### config.mk
export PLATFORM = sky130hd
export DESIGN_NAME = regfile_writeback
export DESIGN_NICKNAME = d
export VERILOG_FILES = /design/src/rtl/regfile_writeback.sv
export SDC_FILE = /design/constraint.sdc
export NUM_CORES = 1
export LEC_CHECK = 0
export ABC_AREA = 1
export BUFFER_PORTS_ARGS = -buffer_cell sky130_fd_sc_hd__buf_2
export CORE_AREA = 2 2 166 168
export DETAILED_ROUTE_END_ITERATION = 12
export DIE_AREA = 0 0 168 170
export GPL_TIMING_DRIVEN = 0
export PLACE_DENSITY = 0.78
export RECOVER_POWER = 50
export REMOVE_ABC_BUFFERS = 1
export SYNTH_ARGS = -nofsm -noshare
export SYNTH_HDL_FRONTEND = slang
export SYNTH_SLANG_ARGS = --single-unit
export TNS_END_PERCENT = 10
### constraint.sdc
create_clock -name CLK -period 5.58 [get_ports CLK]
set_input_delay 1.116 -clock CLK [delete_from_list [all_inputs] [get_ports CLK]]
set_output_delay 1.116 -clock CLK [all_outputs]
set_load 0.005 [all_outputs]
### src/rtl/regfile_writeback.sv
// regfile_writeback
// -----------------
// In-order writeback queue between the execute/memory pipeline and the
// register file. Each accepted bundle carries one E-port and one M-port
// register write. Bundles drain one per cycle onto destE/valE and
// destM/valM unless hold freezes the queue. A per-register count of
// queued writes drives busyA/busyB, so decode can stall on
// read-after-write hazards.
//
// Ports:
//   CLK, RST            clock; synchronous active-high reset
//   in_valid/in_ready   bundle handshake (push when both high)
//   in_dstE/in_valE     E-port destination/data (all-ones = no write)
//   in_dstM/in_valM     M-port destination/data (all-ones = no write)
//   hold                freeze draining; contents retained
//   destE/valE          register file E write port
//   destM/valM          register file M write port
//   srcA/srcB           decode read addresses
//   busyA/busyB         read address has a queued write
//   count               number of occupied entries
module regfile_writeback #(
    parameter int DATA_WID   = 32,
    parameter int ADDR_WID   = 4,
    parameter int NUM_OF_REG = 16,
    parameter int DEPTH      = 4
) (
    input  logic                   CLK,
    input  logic                   RST,
    input  logic                   in_valid,
    output logic                   in_ready,
    input  logic [ADDR_WID-1:0]    in_dstE,
    input  logic [DATA_WID-1:0]    in_valE,
    input  logic [ADDR_WID-1:0]    in_dstM,
    input  logic [DATA_WID-1:0]    in_valM,
    input  logic                   hold,
    output logic [ADDR_WID-1:0]    destE,
    output logic [DATA_WID-1:0]    valE,
    output logic [ADDR_WID-1:0]    destM,
    output logic [DATA_WID-1:0]    valM,
    input  logic [ADDR_WID-1:0]    srcA,
    input  logic [ADDR_WID-1:0]    srcB,
    output logic                   busyA,
    output logic                   busyB,
    output logic [$clog2(DEPTH):0] count
);

    localparam int PTR_WID = $clog2(DEPTH);
    localparam int CNT_WID = PTR_WID + 1;
    localparam logic [ADDR_WID-1:0] RNONE = '1;

    logic [ADDR_WID-1:0] mem_dst_e [DEPTH];
    logic [DATA_WID-1:0] mem_val_e [DEPTH];
    logic [ADDR_WID-1:0] mem_dst_m [DEPTH];
    logic [DATA_WID-1:0] mem_val_m [DEPTH];

    logic [PTR_WID-1:0]  wr_ptr;
    logic [PTR_WID-1:0]  rd_ptr;
    logic [CNT_WID-1:0]  pend [NUM_OF_REG];
    logic [NUM_OF_REG-1:0] pend_inc;
    logic [NUM_OF_REG-1:0] pend_dec;

    logic                push;
    logic                pop;
    logic [ADDR_WID-1:0] store_dst_e;

    // A full queue refuses a push even if it also pops this cycle.
    assign in_ready = !RST && (count < CNT_WID'(DEPTH));
    assign push     = in_valid && in_ready;
    // Reset gates the pop, so no write leaks out while RST is high.
    assign pop      = !RST && (count != '0) && !hold;

    // When both ports target the same register the M write wins, so the
    // E write is dropped at entry and never counted as pending.
    assign store_dst_e = (in_dstE == in_dstM) ? RNONE : in_dstE;

    always_comb begin
        destE = RNONE;
        valE  = '0;
        destM = RNONE;
        valM  = '0;
        if (pop) begin
            destE = mem_dst_e[rd_ptr];
            valE  = mem_val_e[rd_ptr];
            destM = mem_dst_m[rd_ptr];
            valM  = mem_val_m[rd_ptr];
        end
    end

    // Entry storage needs no reset; validity is tracked by count.
    always_ff @(posedge CLK) begin
        if (push) begin
            mem_dst_e[wr_ptr] <= store_dst_e;
            mem_val_e[wr_ptr] <= in_valE;
            mem_dst_m[wr_ptr] <= in_dstM;
            mem_val_m[wr_ptr] <= in_valM;
        end
    end

    // Pointers wrap naturally because DEPTH is a power of two.
    always_ff @(posedge CLK) begin
        if (RST) begin
            wr_ptr <= '0;
            rd_ptr <= '0;
            count  <= '0;
        end else begin
            if (push) begin
                wr_ptr <= wr_ptr + PTR_WID'(1);
            end
            if (pop) begin
                rd_ptr <= rd_ptr + PTR_WID'(1);
            end
            case ({push, pop})
                2'b10:   count <= count + CNT_WID'(1);
                2'b01:   count <= count - CNT_WID'(1);
                default: count <= count;
            endcase
        end
    end

    // Per-register increment/decrement requests. A stored entry never has
    // both ports on the same register, so each side contributes at most one.
    always_comb begin
        pend_inc = '0;
        pend_dec = '0;
        for (int r = 0; r < NUM_OF_REG; r++) begin
            if (ADDR_WID'(r) != RNONE) begin
                pend_inc[r] = push && ((store_dst_e == ADDR_WID'(r)) ||
                                       (in_dstM == ADDR_WID'(r)));
                pend_dec[r] = pop && ((destE == ADDR_WID'(r)) ||
                                      (destM == ADDR_WID'(r)));
            end
        end
    end

    // Simultaneous push and pop of the same register cancel out.
    always_ff @(posedge CLK) begin
        if (RST) begin
            for (int r = 0; r < NUM_OF_REG; r++) begin
                pend[r] <= '0;
            end
        end else begin
            for (int r = 0; r < NUM_OF_REG; r++) begin
                if (pend_inc[r] && !pend_dec[r]) begin
                    pend[r] <= pend[r] + CNT_WID'(1);
                end else if (pend_dec[r] && !pend_inc[r]) begin
                    pend[r] <= pend[r] - CNT_WID'(1);
                end
            end
        end
    end

    // Busy looks only at registered counts, so a bundle pushed this cycle
    // is not yet visible.
    always_comb begin
        busyA = 1'b0;
        busyB = 1'b0;
        for (int r = 0; r < NUM_OF_REG; r++) begin
            if (!RST && (ADDR_WID'(r) != RNONE) && (pend[r] != '0)) begin
                if (srcA == ADDR_WID'(r)) begin
                    busyA = 1'b1;
                end
                if (srcB == ADDR_WID'(r)) begin
                    busyB = 1'b1;
                end
            end
        end
    end

endmodule
==> run_results.csv, run 1 <==
group,metric,value,unit
outcome,status,"finished with violations",
outcome,failed_checks,"max-capacitance violations, max-slew violations",
synthesis,synth-main-ff-cell,"edfxtp_1",
synthesis,synth_compound_area_share,9.57,%
synthesis,synthDistinctLibCells,43,
die,start_util,57.5,%
sta,worstMarginPinSlew,2520,ps
synthesis,synthAdderAreaFrac,2.61,%
synthesis,yosys.area_share.simple,16.3,%
pwr,irDropWorstVdd,0.278,mV
cells_and_area,syn_to_final_growth,15.0,%
placed_design,gp_congestion,0.912,
worst_setup_path,crit_slowest_cell,"clkinv_1",
die,fp.dieW,168,µm
sta,min_period_over_period,83.8,%
worst_setup_path,crit_family,"buffers and inverters",
flow_run,max-cap-violations,4,
cells_and_area,multi_input_area,4510,µm²
route,drt-initial-drc-count,900,
cts,cts_buffers,35,
pwr,seqPwrFrac,51.0,%
cts,root_buffer,"clkbuf_16",
cells_and_area,fill_cells,1962,
route,wl,33400,µm
global_route,overflow,0,
cts,cts_tree,"done",
die,coreArea,26700,µm²
placed_design,port_buffers,161,
cts,clock_path_buffers,3,
global_route,antenna_found_initial,0,
route,vias_per_cell,5.51,
synthesis,ys_ff_latch,342,
sta,hold_ws,478,ps
worst_hold_path,hold_path_class,"flop to flop",
sta,setup_violations,0,
cells_and_area,seqCellArea,10200,µm²
worst_setup_path,start_kind,"input pin",
pwr,swShare,22.0,%
global_route,grtUsageTotal,23.2,%
pwr,p_int,4.51,mW
cts,htree_levels,2,
worst_setup_path,critPathCaptureType,"output port",
pwr,power.density,328,nW/µm²
pwr,pwr-share-comb,7.7,%
cells_and_area,nets,1695,
placed_design,dp_hpwl,20700,µm
worst_setup_path,cp_data_required_time,4460,ps
synthesis,synth_xor_area_share,0.971,%
pwr,p_clk_share,41.3,%
worst_setup_path,path_max_fanout,35,
sta,slew_headroom,-68.7,%
sta,rsz0062_at_grt,"false",
worst_setup_path,worst-endpoint-arrival,3560,ps
cells_and_area,final_util,66.2,%
worst_setup_path,crit_buf_inv,3,
sta,final_max_slew_viol_count,81,
synthesis,synth_area,15300,µm²
synthesis,muxShareOfSynthArea,0,%
die,die_h,170,µm
cells_and_area,drive_gt1_share,11.8,%
cts,cts_setup_buffers,0,
cts,holdBufCountCts,0,
route,wl_per_cell,17.1,µm
pwr,p_switching,1.28,mW
global_route,grt_pass1_vias,10500,
worst_setup_path,crit_type,"input pin to output port",
synthesis,seq_area_frac_synth,66.4,%
synthesis,synth_edf_count,333,
sta,post-route-min-period,4680,ps
worst_setup_path,path_cells,"buf_2 -> clkinv_1 -> o31ai_1 -> o21ai_0 -> nand3_1 -> nand2_1 -> a21oi_1 -> nand2_1 -> buf_2",
synthesis,async_flop_share,0,%
die,io_pins,162,
global_route,grt_max_degree,145,
die,fp-row-count,60,
sta,fmax,214,MHz
cts,cts.sinks,342,
global_route,grt_pass1_wl,52100,µm
sta,hold_viol,0,
synthesis,yosys_warnings,0,
cts,cts-resized-gates,0,
die,die_area,28600,µm²
route,num_vias,10800,
synthesis,netlist_instances,1439,
route,ant_nets,0,
synthesis,syn-mean-instance-area,10.7,µm²
route,route.detailed.drc,0,
worst_setup_path,max_stage_delay,930,ps
synthesis,synth_top_family_by_area,"simple AND/OR/NAND/NOR gates",
route,detail_route.first_pass.iterations,7,
sta,final.setup_skew,17.9,ps
cts,path_clk_slew,60,ps
cts,clkLatencyLatePin,510,ps
pwr,leakage,6.61,nW
==> per-layer routing <==
metal / track usage, % / part of all wire [%] / wire [µm] / vias to the layer above
li1: - / - / - / 5210
met3: 4.58 / 7.3 / 2430 / 61
met1: 28.9 / 40 / 13500 / 5123
met5: 0 / 0 / 0 / -
met4: 8.66 / 2.6 / 851 / 0
met2: 40.4 / 50 / 16600 / 379
==> worst min-delay path: cells and delay by family (launching register included) <==
kind                   cells  cell delay (ps)
AO/OA/AOI/OAI              1               80
buffers and inverters      1               60
flip-flops                 1              290
==> logic make-up (layout without fill, tap and decap cells) <==
logic type | count (synthesis) | count (layout)
DFF | 342 | 342
and+or+nand+nor | 622 | 622
AOI/OAI and AO/OA | 278 | 278
adders and majority gates | 23 | 23
other | 0 | 1
buffers and inverters | 157 | 330
xor gates and xnor gates | 17 | 17
==> Yosys cell counts, types with 3 or more instances <==
cell | number | area (µm²)
o31ai_1 | 9 | 67.6
nand3_1 | 44 | 220
fa_1 | 15 | 300
xor2_1 | 16 | 140
edfxtp_1 | 333 | 10000
inv_2 | 5 | 18.8
nand2_1 | 199 | 747
buf_1 | 14 | 52.6
a21oi_1 | 98 | 490
o21ai_1 | 11 | 55.1
clkinv_1 | 4 | 15.0
dfxtp_1 | 9 | 180
inv_1 | 87 | 327
ha_1 | 8 | 100
o21ai_0 | 144 | 721
or2_0 | 3 | 18.8
buf_2 | 14 | 70.1
nor2_1 | 343 | 1290
nor2_2 | 6 | 37.5
nand2_2 | 15 | 93.8
o22ai_1 | 3 | 18.8
clkbuf_1 | 28 | 105
==> metrics by stage <==
| step | area [µm²] | setup WS (ps) | TNS [ps] | power (mW) | cells |
|---|---|---|---|---|---|
| global placement | 16300 | -2630 | -896920 | 3.44 | 1881 |
| finish | 17600 | 902 | 0 | 5.79 | 1954 |
| global route | 17600 | 617 | 0 | 5.99 | 1953 |
| detailed placement | 16600 | 881 | 0 | 3.46 | 1892 |
| CTS | 17800 | 871 | 0 | 5.83 | 1953 |
| floorplan | 15100 | 35.9 | 0 | 3.27 | 1379 |
==> placed cells by master (no fill, tap or decap), types with 3 or more instances in the layout <==
master     count
a21oi_1       98
buf_12         7
buf_16         3
buf_2         93
bufinv_16      6
clkbuf_1      75
clkbuf_16     35
clkinv_1      10
clkinv_2       3
dfxtp_1        7
edfxtp_1     333
fa_1          15
ha_1           8
inv_1         87
inv_2          4
nand2_1      200
nand2_2       14
nand3_1       44
nor2_1       343
nor2_2         6
o21ai_0      144
o21ai_1       11
o22ai_1        3
o31ai_1        9
or2_0          3
xor2_1        16
==> registers in the layout (all words and copies together), names as in the netlist, named ones only <==
| register | cells |
|---|---|
| count | 3 |
| mem_dst_e | 16 |
| mem_dst_m | 16 |
| mem_val_e | 128 |
| mem_val_m | 128 |
| pend | 45 |
| rd_ptr | 2 |
| wr_ptr | 2 |
==> cell type report <==
class | count | area share (%)
clock inverter | 18 | 1.46
antenna | 1 | 0.0142
sequential | 342 | 57.8
tap | 341 | 2.42
multi-input combinational | 940 | 25.6
inverter | 97 | 2.11
timing repair buffer | 172 | 5.37
clock buffer | 43 | 5.25
==> path summary, 6_finish.rpt <==
path                  start          endpoint  slack (ps)  cells after the start
hold reg to reg   rd_ptr[1]              flop         480                      2
setup / recovery        RST             busyA         900                      9
hold / removal    rd_ptr[1]              flop         480                      2
setup reg to reg   count[2]  mem_val_e[0][23]        1600                      6
==> power groups by stage <==
stage          combinational [mW]  clock, mW  sequential (mW)
2_1_floorplan               0.266          0             3.01
4_1_cts                     0.461       2.42             2.95
5_1_grt                     0.507       2.52             2.96
3_5_place_dp                0.457          0             3.01
3_3_place_gp                0.416          0             3.03
6_report                    0.449       2.39             2.95
Note: power is estimated with default switching activity, not from simulation.
==> inputs of run 2 (changes only) <==
--- a/config.mk
+++ b/config.mk
@@ -7,11 +7,11 @@
 export LEC_CHECK = 0
 export ABC_AREA = 1
 export BUFFER_PORTS_ARGS = -buffer_cell sky130_fd_sc_hd__buf_2
-export CORE_AREA = 2 2 166 168
+export CORE_AREA = 2 2 174 176
 export DETAILED_ROUTE_END_ITERATION = 12
-export DIE_AREA = 0 0 168 170
+export DIE_AREA = 0 0 176 178
 export GPL_TIMING_DRIVEN = 0
-export PLACE_DENSITY = 0.78
+export PLACE_DENSITY = 0.75
 export RECOVER_POWER = 50
 export REMOVE_ABC_BUFFERS = 1
 export SYNTH_ARGS = -nofsm -noshare
==> constraint.sdc (replaced) <==
create_clock -name CLK -period 4.1 [get_ports CLK]
set_input_delay 0.82 -clock CLK [delete_from_list [all_inputs] [get_ports CLK]]
set_output_delay 0.82 -clock CLK [all_outputs]
set_load 0.005 [all_outputs]
==> run_results.csv, run 2 (same netlist as run 1, synthesis figures left out) <==
group,metric,value,unit
outcome,status,"finished with violations",
outcome,failed_checks,"max-capacitance violations, max-slew violations",
pwr,leakage,6.60,nW
die,io_pins,162,
die,die_h,178,µm
cts,htree_levels,2,
pwr,p_int,5.91,mW
sta,worstMarginPinSlew,2440,ps
cells_and_area,syn_to_final_growth,15.3,%
worst_hold_path,hold_path_class,"flop to flop",
die,fp.dieW,176,µm
global_route,overflow,0,
sta,slew_headroom,-62.9,%
cells_and_area,fin_cells,2009,
global_route,antenna_found_initial,2,
cells_and_area,nets,1699,
die,start_util,52.1,%
cells_and_area,final_common_cell,"nor2_1",
cts,cts.sinks,342,
pwr,p_clk_share,39.5,%
pwr,p_switching,1.74,mW
cells_and_area,drive_gt1_share,12.0,%
placed_design,dp_cells,1943,
sta,fmax,273,MHz
sta,rsz0062_at_grt,"false",
die,fp-row-count,63,
global_route,grtUsageTotal,21.3,%
worst_setup_path,cp-startpoint,"RST",
cells_and_area,final_cell_mix,"nor2_1, edfxtp_1, nand2_1, o21ai_0, a21oi_1",
route,vias_per_cell,5.34,
worst_setup_path,crit_type,"input pin to flop",
route,num_vias,10700,
pwr,power.density,433,nW/µm²
worst_setup_path,path_max_fanout,71,
sta,final_max_slew_viol_count,41,
sta,final.setup_skew,23.7,ps
worst_hold_path,min_from,"rd_ptr[1]",
global_route,grt_max_degree,145,
cts,clkLatencyLatePin,520,ps
worst_setup_path,reg2reg_depth,13,
route,detail_route.first_pass.iterations,5,
cells_and_area,seqCellArea,10200,µm²
global_route,grt_pass1_wl,52400,µm
die,die_area,31300,µm²
placed_design,gp_congestion,0.905,
cells_and_area,final_util,60.1,%
worst_setup_path,cp_data_required_time,4340,ps
worst_setup_path,worst-endpoint-arrival,3900,ps
route,drt-initial-drc-count,756,
cts,clock_path_buffers,3,
route,ant_nets,0,
sta,min_period_over_period,89.2,%
worst_hold_path,hold_depth,2,
pwr,pwr-share-comb,8.0,%
cts,cts_buffers,36,
cts,holdBufCountCts,0,
pwr,irDropWorstVdd,0.330,mV
cts,path_clk_slew,60,ps
global_route,grt_pass1_vias,10400,
worst_setup_path,critPathCaptureType,"flop",
flow_run,max-cap-violations,2,
worst_setup_path,start_kind,"input pin",
route,route.detailed.drc,0,
pwr,seqPwrFrac,52.5,%
sta,hold_viol,0,
sta,setup_violations,0,
route,wl,33800,µm
pwr,power.total,7.65,mW
sta,post-route-min-period,3660,ps
cts,cts_tree,"done",
pwr,swShare,22.7,%
sta,tns,0,ps
die,coreArea,29400,µm²
cells_and_area,fill_cells,2371,
placed_design,dp_hpwl,20500,µm
cells_and_area,multi_input_area,4520,µm²
cts,root_buffer,"clkbuf_16",
cells_and_area,reg.largest.list,"mem_val_e x128, mem_val_m x128, pend x45",
placed_design,port_buffers,161,
route,wl_per_cell,16.8,µm
==> run 2: cell types whose count changed in the layout (fill, tap and decap cells not counted), moves of 2 or more <==
cell       delta
bufinv_16     -4
clkinv_1      -3
clkbuf_1      +5
buf_12        +2
clkinv_2      +5
clkbuf_8      -2
==> run 2: stage by stage <==
step	setup slack (ps)	hold WS, ps	instance area [µm²]
2_1_floorplan	-1440	440	15100
3_3_place_gp	-4150	450	16400
3_5_place_dp	-120	469	16700
4_1_cts	186	480	17800
5_1_grt	117	494	17700
6_report	443	481	17700
==> run 2: path summary, 6_finish.rpt <==
path	end	slack (ps)
worst max-delay path	pend[0][23]	440
worst min register to register	flop	480
worst max register to register	pend[0][8]	520
worst min-delay path	flop	480
==> run 2: final cells by class <==
type | instances | share of cell area, %
multi-input combinational | 940 | 25.6
tap | 390 | 2.76
antenna | 2 | 0.0283
timing repair buffer | 175 | 5.73
clock inverter | 17 | 0.856
sequential | 342 | 57.6
inverter | 97 | 2.11
clock buffer | 46 | 5.31
==> run 2: power by group through the flow <==
stage                     sequential [mW]  clock, mW  combinational [mW]
after CTS                            4.02       3.08               0.621
final                                4.01       3.02               0.615
after global routing                 4.02       3.21               0.699
after floorplan                      4.10          0               0.361
after detailed placement             4.09          0               0.616
after global placement               4.12          0               0.570
==> run 2: timing repair <==
| item | in CTS | in global routing |
|---|---|---|
| gates resized for setup | 1 | 0 |
| setup endpoints to repair | 1 | 7 |
| buffers inserted | 0 | 1 |
| hold endpoints to repair | 0 | 0 |
==> run 2: per-layer routing <==
layer	part of all wire, %	wire length [µm]	up-vias	track usage (%)
met4	3.2	1070	0	7.54
met1	41	14000	5089	27.2
met2	49	16400	338	36.3
met5	0	0	-	0
li1	-	-	5230	-
met3	6.8	2300	68	4.62
==> run 2: worst max-delay path, cell delays in order <==
cell     delay [ps]
buf_2           360
nor2_1          140
nand2_4         720
inv_2           250
nand2_2         220
nand2_1         120
inv_1            90
nand2_1          90
nand2_1         110
nand2_2         100
fa_1            450
xor2_1          200
inv_1            60
nor2_1          100
a21oi_1          40
